--- src/rtl/bist_pkg.sv ---
// Shared definitions for the BIST engine: FSM state encoding, default
// LFSR/MISR feedback masks for common widths, and a ceil(log2) helper
// that can be used in port widths.
package bist_pkg;

    typedef enum logic [1:0] {
        IDLE    = 2'd0,
        RUN     = 2'd1,
        COMPARE = 2'd2,
        DONE    = 2'd3
    } state_e;

    // Galois right-shift LFSR masks (maximal length)
    localparam logic [2:0] LFSR_TAPS_3 = 3'b110;
    localparam logic [3:0] LFSR_TAPS_4 = 4'b1100;

    // Galois left-shift MISR masks
    localparam logic [3:0] MISR_TAPS_4 = 4'b0011;
    localparam logic [7:0] MISR_TAPS_8 = 8'h1D;

    // Smallest r with 2**r >= v (0 for v <= 1)
    function automatic int clog2(input int v);
        int r;
        r = 0;
        for (int i = 0; i < 31; i++) begin
            if ((1 << i) < v) r = i + 1;
        end
        return r;
    endfunction

endpackage

--- src/rtl/misr_n.sv ---
// Multiple-input signature register.
//   clock  : rising-edge clock
//   reset  : synchronous active-high, clears the signature
//   clear  : synchronous clear (run start), higher priority than en
//   en     : compact din into the signature this edge
//   din    : M-bit response, zero-extended into the S-bit register
//   sig    : current signature
module misr_n
    import bist_pkg::*;
#(
    parameter int             S         = 4,
    parameter int             M         = 2,
    parameter logic [S-1:0]   MISR_TAPS = MISR_TAPS_4
) (
    input  logic         clock,
    input  logic         reset,
    input  logic         clear,
    input  logic         en,
    input  logic [M-1:0] din,
    output logic [S-1:0] sig
);

    logic [S-1:0] sig_q, sig_d;
    logic [S-1:0] din_ext;

    always_comb begin
        din_ext         = '0;
        din_ext[M-1:0]  = din;
    end

    always_comb begin
        sig_d = sig_q;
        if (clear) begin
            sig_d = '0;
        end else if (en) begin
            // shift left, fold the outgoing MSB back through the taps
            sig_d = {sig_q[S-2:0], 1'b0} ^ (sig_q[S-1] ? MISR_TAPS : '0) ^ din_ext;
        end
    end

    always_ff @(posedge clock) begin
        if (reset) sig_q <= '0;
        else       sig_q <= sig_d;
    end

    assign sig = sig_q;

endmodule

--- src/rtl/bist_engine.sv ---
// Built-in self-test engine sitting between functional inputs and a
// combinational DUT. In test mode an LFSR drives the DUT, the response is
// compacted into a MISR and compared once per run against GOLDEN.
//   clock, reset    : single clock, synchronous active-high reset
//   testmode        : 1 = BIST, 0 = functional (also aborts any run)
//   start           : level run request, sampled in IDLE
//   func_in         : functional DUT inputs
//   dut_in          : DUT inputs (LFSR in test mode, else func_in)
//   dut_out         : DUT response
//   signature       : current MISR contents
//   busy/done       : run in progress / result available
//   fault_detected  : signature != GOLDEN, valid while done
//   pattern_count   : patterns applied this run
module bist_engine
    import bist_pkg::*;
#(
    parameter int           N            = 3,
    parameter int           M            = 2,
    parameter int           S            = 4,
    parameter int           NUM_PATTERNS = 7,
    parameter logic [N-1:0] LFSR_TAPS    = LFSR_TAPS_3,
    parameter logic [N-1:0] LFSR_SEED    = 3'b001,
    parameter logic [S-1:0] MISR_TAPS    = MISR_TAPS_4,
    parameter logic [S-1:0] GOLDEN       = 4'b0000
) (
    input  logic                                  clock,
    input  logic                                  reset,
    input  logic                                  testmode,
    input  logic                                  start,
    input  logic [N-1:0]                          func_in,
    output logic [N-1:0]                          dut_in,
    input  logic [M-1:0]                          dut_out,
    output logic [S-1:0]                          signature,
    output logic                                  busy,
    output logic                                  done,
    output logic                                  fault_detected,
    output logic [clog2(NUM_PATTERNS+1)-1:0]      pattern_count
);

    localparam int           CW       = clog2(NUM_PATTERNS + 1);
    localparam logic [CW-1:0] LAST    = CW'(NUM_PATTERNS);
    // an all-zero seed would lock the LFSR up
    localparam logic [N-1:0] SEED_EFF = (LFSR_SEED == '0) ? N'(1) : LFSR_SEED;

    state_e        state_q, state_d;
    logic [N-1:0]  lfsr_q, lfsr_d, lfsr_step;
    logic [CW-1:0] count_q, count_d, count_inc;
    logic          fault_q, fault_d;
    logic          misr_clr, misr_en;

    assign lfsr_step = lfsr_q[0] ? ((lfsr_q >> 1) ^ LFSR_TAPS) : (lfsr_q >> 1);
    assign count_inc = count_q + 1'b1;

    always_comb begin
        state_d  = state_q;
        lfsr_d   = lfsr_q;
        count_d  = count_q;
        fault_d  = fault_q;
        misr_clr = 1'b0;
        misr_en  = 1'b0;

        unique case (state_q)
            IDLE: begin
                if (start) begin
                    state_d  = RUN;
                    lfsr_d   = SEED_EFF;
                    count_d  = '0;
                    fault_d  = 1'b0;
                    misr_clr = 1'b1;
                end
            end
            RUN: begin
                // response to the current pattern is captured as the LFSR advances
                misr_en = 1'b1;
                lfsr_d  = lfsr_step;
                count_d = count_inc;
                if (count_inc == LAST) state_d = COMPARE;
            end
            COMPARE: begin
                fault_d = (signature != GOLDEN);
                state_d = DONE;
            end
            DONE: begin
                // start must drop before another run can be requested
                if (!start) state_d = IDLE;
            end
            default: state_d = IDLE;
        endcase

        // leaving test mode aborts everything; a fault is never reported
        // outside test mode
        if (!testmode) begin
            state_d  = IDLE;
            lfsr_d   = lfsr_q;
            count_d  = count_q;
            fault_d  = 1'b0;
            misr_clr = 1'b0;
            misr_en  = 1'b0;
        end
    end

    always_ff @(posedge clock) begin
        if (reset) begin
            state_q <= IDLE;
            lfsr_q  <= SEED_EFF;
            count_q <= '0;
            fault_q <= 1'b0;
        end else begin
            state_q <= state_d;
            lfsr_q  <= lfsr_d;
            count_q <= count_d;
            fault_q <= fault_d;
        end
    end

    misr_n #(
        .S         (S),
        .M         (M),
        .MISR_TAPS (MISR_TAPS)
    ) u_misr (
        .clock (clock),
        .reset (reset),
        .clear (misr_clr),
        .en    (misr_en),
        .din   (dut_out),
        .sig   (signature)
    );

    assign dut_in         = testmode ? lfsr_q : func_in;
    assign busy           = (state_q == RUN) || (state_q == COMPARE);
    assign done           = (state_q == DONE);
    assign fault_detected = fault_q;
    assign pattern_count  = count_q;

endmodule

--- config.mk ---
export PLATFORM = sky130hd
export DESIGN_NAME = bist_engine
export DESIGN_NICKNAME = d
export VERILOG_FILES = /design/src/rtl/bist_pkg.sv /design/src/rtl/misr_n.sv /design/src/rtl/bist_engine.sv
export SDC_FILE = /design/constraint.sdc
export NUM_CORES = 1
export LEC_CHECK = 0
export CAP_MARGIN = 20
export CELL_PAD_IN_SITES_DETAIL_PLACEMENT = 0
export CELL_PAD_IN_SITES_GLOBAL_PLACEMENT = 1
export CORE_MARGIN = 8
export CORE_UTILIZATION = 33
export DETAILED_ROUTE_END_ITERATION = 8
export PLACE_DENSITY_LB_ADDON = 0.1
export SETUP_SLACK_MARGIN = 0.05
export SLEW_MARGIN = 20
export SYNTH_ARGS = -nofsm -noshare
export SYNTH_HDL_FRONTEND = slang
export SYNTH_SLANG_ARGS = --single-unit
--- constraint.sdc ---
create_clock -name clock -period 2.08 [get_ports clock]
set_input_delay 0.312 -clock clock [delete_from_list [all_inputs] [get_ports clock]]
set_output_delay 0.312 -clock clock [all_outputs]
set_load 0.02 [all_outputs]
==> results.cfg, run 1 <==
[power]
leakage_uw = 0.0004177
totalPowerFinal_uw = 545.7
ir_drop_mv = 0.3657
p_per_area_nw_per_um2 = 521.1

[floorplanning]
die_w_um = 64.25
pin_count = 22
die_area_um2 = 4128
initial_core_util = 0.3473
rows = 17
core_area_um2 = 2212
fp.dieH_um = 64.25

[yosys]
synthTopCellsByCount = dfxtp_1 (13), a21oi_1 (9), nand2_1 (7), ha_1 (6)
synth_top_area_cell = dfxtp_1
seq_area_frac_synth = 0.3388
yosysUniqueCellTypes = 28
synthMostInstantiatedCell = dfxtp_1
synth_area_um2 = 768.2
synth_nets = 102
yosysWarnings = 0
synth-edff-count = 0
ys_ff_latch = 13
synthCells = 87
avgSynthCellArea_um2 = 8.830
async_flop_share = 0
synth_flop_cell = dfxtp_1
synth.top_cell.area_share = 0.3388
synthTopCellsByArea = dfxtp_1 (34%), ha_1 (9.8%), mux2_2 (7.3%)

[worst_setup_path]
cp_data_arrival_time_ns = 1.57
critical_path_required_ns = 1.77
cp_max_fo = 5
endpoint_kind = output port
critPathLaunchType = input pin
path_class = in2out

[run_status]
outcome = completed

[timing]
relSlewSlack = 0.6568
grt_setup_unrepaired = false
period_needed_ns = 1.885
finalMaxSlewViolations = 0
fmax_ghz = 0.5305
fin_crit_sh = 0.9062
skew_ns = 0.004117
worstMarginPinSlew_ns = 0.5148
setup_violations = 0
finalHoldViolCount = 0
whs_ns = 0.4958

[cts]
clk_latency_ns = 0.27
htreeDepth = 1
cts_buffers = 3
cts_tree = done
cts-root-buf = clkbuf_4
cts_hold_buffers = 0
clk_pin_slew_ns = 0.09
cts_max_path_buffers = 2
cts.sinks = 13

[drt]
first_iter_violations = 13
vias = 706
routedWlPerCell_um = 13.62
finalWirelength_um = 1893
final_antenna_net_count = 0
drc = 0
vias_per_cell = 5.079
drt_pre_antenna_iters = 4

[finish]
drive_above_1_share = 0.1261
num-fill-cells = 242
seqCellArea_um2 = 260.3
area_growth_pct = 36.32
multi_input_area_um2 = 471.7
num_antenna_cells = 0
nets = 127
stdcell_count = 139

[global_route]
grt_pass1_wl_um = 3098
antenna_found_initial = 0
grt_max_degree = 17
grt_usage = 0.08757
overflow = 0
grt_pass1_vias = 687

[min_path]
hold_class = reg2reg

[place]
portBuffers = 21
dpl.hpwl_um = 1465
gp_congestion = 0.7333
post-place-cells = 135

[run]
max-cap-violations = 0
power breakdown:
group	switching (uW)	internal, uW	leakage [uW]
clock	89.6	74.2	0.0000150
sequential	5.59	254	0.000105
combinational	63.5	58.4	0.000298
layout by cell type, fill, tap and decap left out, types with 3 or more instances in the layout:
| cell | netlist | layout |
|---|---|---|
| a21oi_1 | 9 | 9 |
| buf_4 | 0 | 4 |
| clkbuf_4 | 0 | 3 |
| clkdlybuf4s50_1 | 0 | 17 |
| dfxtp_1 | 13 | 13 |
| dlygate4sd2_1 | 0 | 3 |
| ha_1 | 6 | 6 |
| inv_1 | 4 | 4 |
| mux2_2 | 5 | 5 |
| mux2i_1 | 4 | 4 |
| nand2_1 | 7 | 7 |
| nand4_1 | 5 | 5 |
| nor2b_1 | 4 | 4 |
| o21ai_0 | 5 | 5 |
metal layers:
layer	track usage	up-vias	wire length, um
li1	-	365	-
met1	0.1093	326	944
met2	0.1379	13	839
met3	0.03136	2	102
met4	0.02452	0	8
met5	0	-	0
sequential cells by signal, summed over array words and instances, names as in the netlist:
| name | count |
|---|---|
| u_misr.sig | 4 |
| lfsr_q | 3 |
| pattern_count | 3 |
| state_q | 2 |
| fault_detected | 1 |
cell type report:
type	instances	area share
multi-input cells	65	0.4504
flip-flops and latches	13	0.2485
repair buffers	25	0.2282
well taps	28	0.03345
clock buffers	4	0.02509
inverters	4	0.01434
cells by family (layout without fill, tap and decap cells):
| logic type | count (synthesis) | after routing | share of synthesized area |
|---|---|---|---|
| multiplexers | 9 | 9 | 0.1254 |
| AND/OR/NAND/NOR | 26 | 26 | 0.1873 |
| buffers and inverters | 9 | 33 | 0.04723 |
| XOR/XNOR | 4 | 4 | 0.04561 |
| AO/OA/AOI/OAI | 20 | 20 | 0.1580 |
| adder cells (fa/ha/maj) | 6 | 6 | 0.09772 |
| flip-flops | 13 | 13 | 0.3388 |
critical path: stages:
cell,delay (ns)
clkdlybuf4s50_1,0.58
mux2_2,0.36
dlygate4sd2_1,0.32
final timing paths:
path / slack (ns) / depth (start not counted) / to / from
setup / recovery: 0.20 / 3 / dut_in[0] / testmode
hold / removal: 0.50 / 2 / lfsr_q[1] / lfsr_q[1]
setup reg to reg: 0.37 / 5 / lfsr_q[0] / state_q[1]
hold reg to reg: 0.50 / 2 / lfsr_q[1] / lfsr_q[1]
metrics by stage:
| stage | setup slack, ns | setup TNS, ns | utilization | cell area (um^2) |
|---|---|---|---|---|
| 2_1_floorplan | 0.5976 | 0 | - | 768.2 |
| 3_3_place_gp | -0.03750 | -0.1095 | 0.4621 | 1022 |
| 3_5_place_dp | -0.05294 | -0.1327 | 0.4621 | 1022 |
| 4_1_cts | 0.1095 | 0 | 0.4723 | 1045 |
| 5_1_grt | 0.1357 | 0 | 0.4734 | 1047 |
| 6_report | 0.1951 | 0 | 0.4734 | 1047 |
timing repair:
item | in CTS | in global routing
gates resized for setup | 3 | 1
setup buffers | 0 | 0
endpoints found under the setup margin | 3 | 1
(Power assumes the default switching activity.)
==> run 2: changes to the inputs <==
Settings changed: GPL_TIMING_DRIVEN set to 0.
==> run 2 against run 1 <==
Net effect: die area unchanged; sequential power about the same; sequential share of layout area increased by 0.61 points; first-iteration DRC count increased by 15%; clock power decreased by 2%; total power decreased by 1.1%; core utilization decreased by 1.1 points; fmax increased by 4.0%; cell count decreased by 0.72%; design area decreased by 2.4%; clock skew decreased by 0.0034 ns; largest cell class unchanged; highest routed layer unchanged.
==> results.cfg, run 2 (synthesis gave the netlist of run 1 again) <==
[place]
dpl.hpwl_um = 1402
post-place-cells = 134
dpl_cell_area_um2 = 993.5
gp_congestion = 0.7242
portBuffers = 19

[worst_setup_path]
critical_path_required_ns = 1.77
crit_family = buffers and inverters
cp_data_arrival_time_ns = 1.50
rrSetupSlack_ns = 0.44
slowest_delay_ns = 0.54
critPathLaunchType = input pin
path_class = in2out
endpoint_kind = output port
slowest_stage = clkdlybuf4s50_1
cp_max_fo = 1
path_cells = clkdlybuf4s50_1 > mux2_2 > clkdlybuf4s50_1
crit_path_frequent_cell = clkdlybuf4s50_1
worst-path-buf-inv = 2

[global_route]
overflow = 0
antenna_found_initial = 0
grt_pass1_vias = 711
grt_usage = 0.09495
grt_max_degree = 11
use_met3 = 0.02613
gr-max-usage-layer = met2
grt_pass1_wl_um = 3229
grt.met2_usage = 0.1503
grtUsageMet1 = 0.1172

[cts]
cts-root-buf = clkbuf_4
cts_setup_buffers = 0
cts.sinks = 13
cts_tree = done
clk_latency_ns = 0.27
clk_pin_slew_ns = 0.08
cts_max_path_buffers = 2
cts_buffers = 3
htreeDepth = 1

[floorplanning]
rows = 17
core_area_um2 = 2212
pin_count = 22
initial_core_util = 0.3473
die_w_um = 64.25
die_area_um2 = 4128
fp.dieH_um = 64.25

[power]
leakage_uw = 0.0003956
totalPowerFinal_uw = 539.7
p_per_area_nw_per_um2 = 527.9
ir_drop_mv = 0.2342

[drt]
vias = 711
drc = 0
first_iter_violations = 15
routedWlPerCell_um = 13.63
drt_pre_antenna_iters = 3
finalWirelength_um = 1881
final_antenna_net_count = 0
vias_per_cell = 5.152

[finish]
nets = 126
final_cell_mix = clkdlybuf4s50_1 (18), dfxtp_1 (13), a21oi_1 (9)
stdcell_count = 138
largest_reg_flops = 4
multi_input_area_um2 = 471.7
area_growth_pct = 33.06
num-fill-cells = 222
design_area_um2 = 1022
num_antenna_cells = 0
drive_above_1_share = 0.1091
seqCellArea_um2 = 260.3
final_common_cell = clkdlybuf4s50_1

[timing]
skew_ns = 0.0006765
whs_ns = 0.4232
relSlewSlack = 0.6557
finalMaxSlewViolations = 0
grt_setup_unrepaired = false
setup_violations = 0
worstMarginPinSlew_ns = 0.5021
finalHoldViolCount = 0
fmax_ghz = 0.5516
period_needed_ns = 1.813
fin_crit_sh = 0.8716
tns_ns = 0

[min_path]
hold_class = in2reg

[run]
max-cap-violations = 0

[run_status]
outcome = completed
==> run 2: cell count changes in the layout (fill, tap and decap cells not counted), sizes merged <==
cell	delta
buf	-2
clkdlybuf4s50	+1
dlygate4sd2	-3
clkbuf	+3
==> run 2: what timing repair did <==
item	CTS	global route
setup endpoints to repair	0	1
gates resized for setup	0	1
hold buffers	0	0
==> run 2: final timing paths <==
kind / from / end / cells past startpoint
max reg2reg: state_q[0] / state_q[0] / 6
min reg2reg: lfsr_q[2] / lfsr_q[2] / 2
max: func_in[0] / dut_in[0] / 3
min: reset / pattern_count[2] / 2
==> run 2: power breakdown <==
part           internal [uW]  total, uW  leakage [uW]  switching, uW
clock network           74.3        160     0.0000150           85.7
registers                254        260      0.000105           5.61
logic                   55.3        120      0.000276           64.4
==> run 2: metrics by stage <==
stage	setup WS [ns]	util
floorplan	0.5976	-
global placement	0.2709	0.4491
detailed placement	0.2517	0.4491
CTS	0.09959	0.4610
global route	0.2180	0.4621
finish	0.2671	0.4621
==> run 2: metal layers <==
layer / share of wire / vias to the layer above
li1: - / 363
met1: 0.49 / 335
met2: 0.46 / 11
met3: 0.038 / 2
met4: 0.0085 / 0
met5: 0 / -
==> run 2: area by class of cell <==
| cell class | count | share of cell area |
|---|---|---|
| Buffer | 5 | 0.02081 |
| Clock buffer | 4 | 0.02570 |
| Inverter | 4 | 0.01469 |
| Multi-Input combinational cell | 65 | 0.4614 |
| Sequential cell | 13 | 0.2546 |
| Tap cell | 28 | 0.03427 |
| Timing Repair Buffer | 19 | 0.1885 |
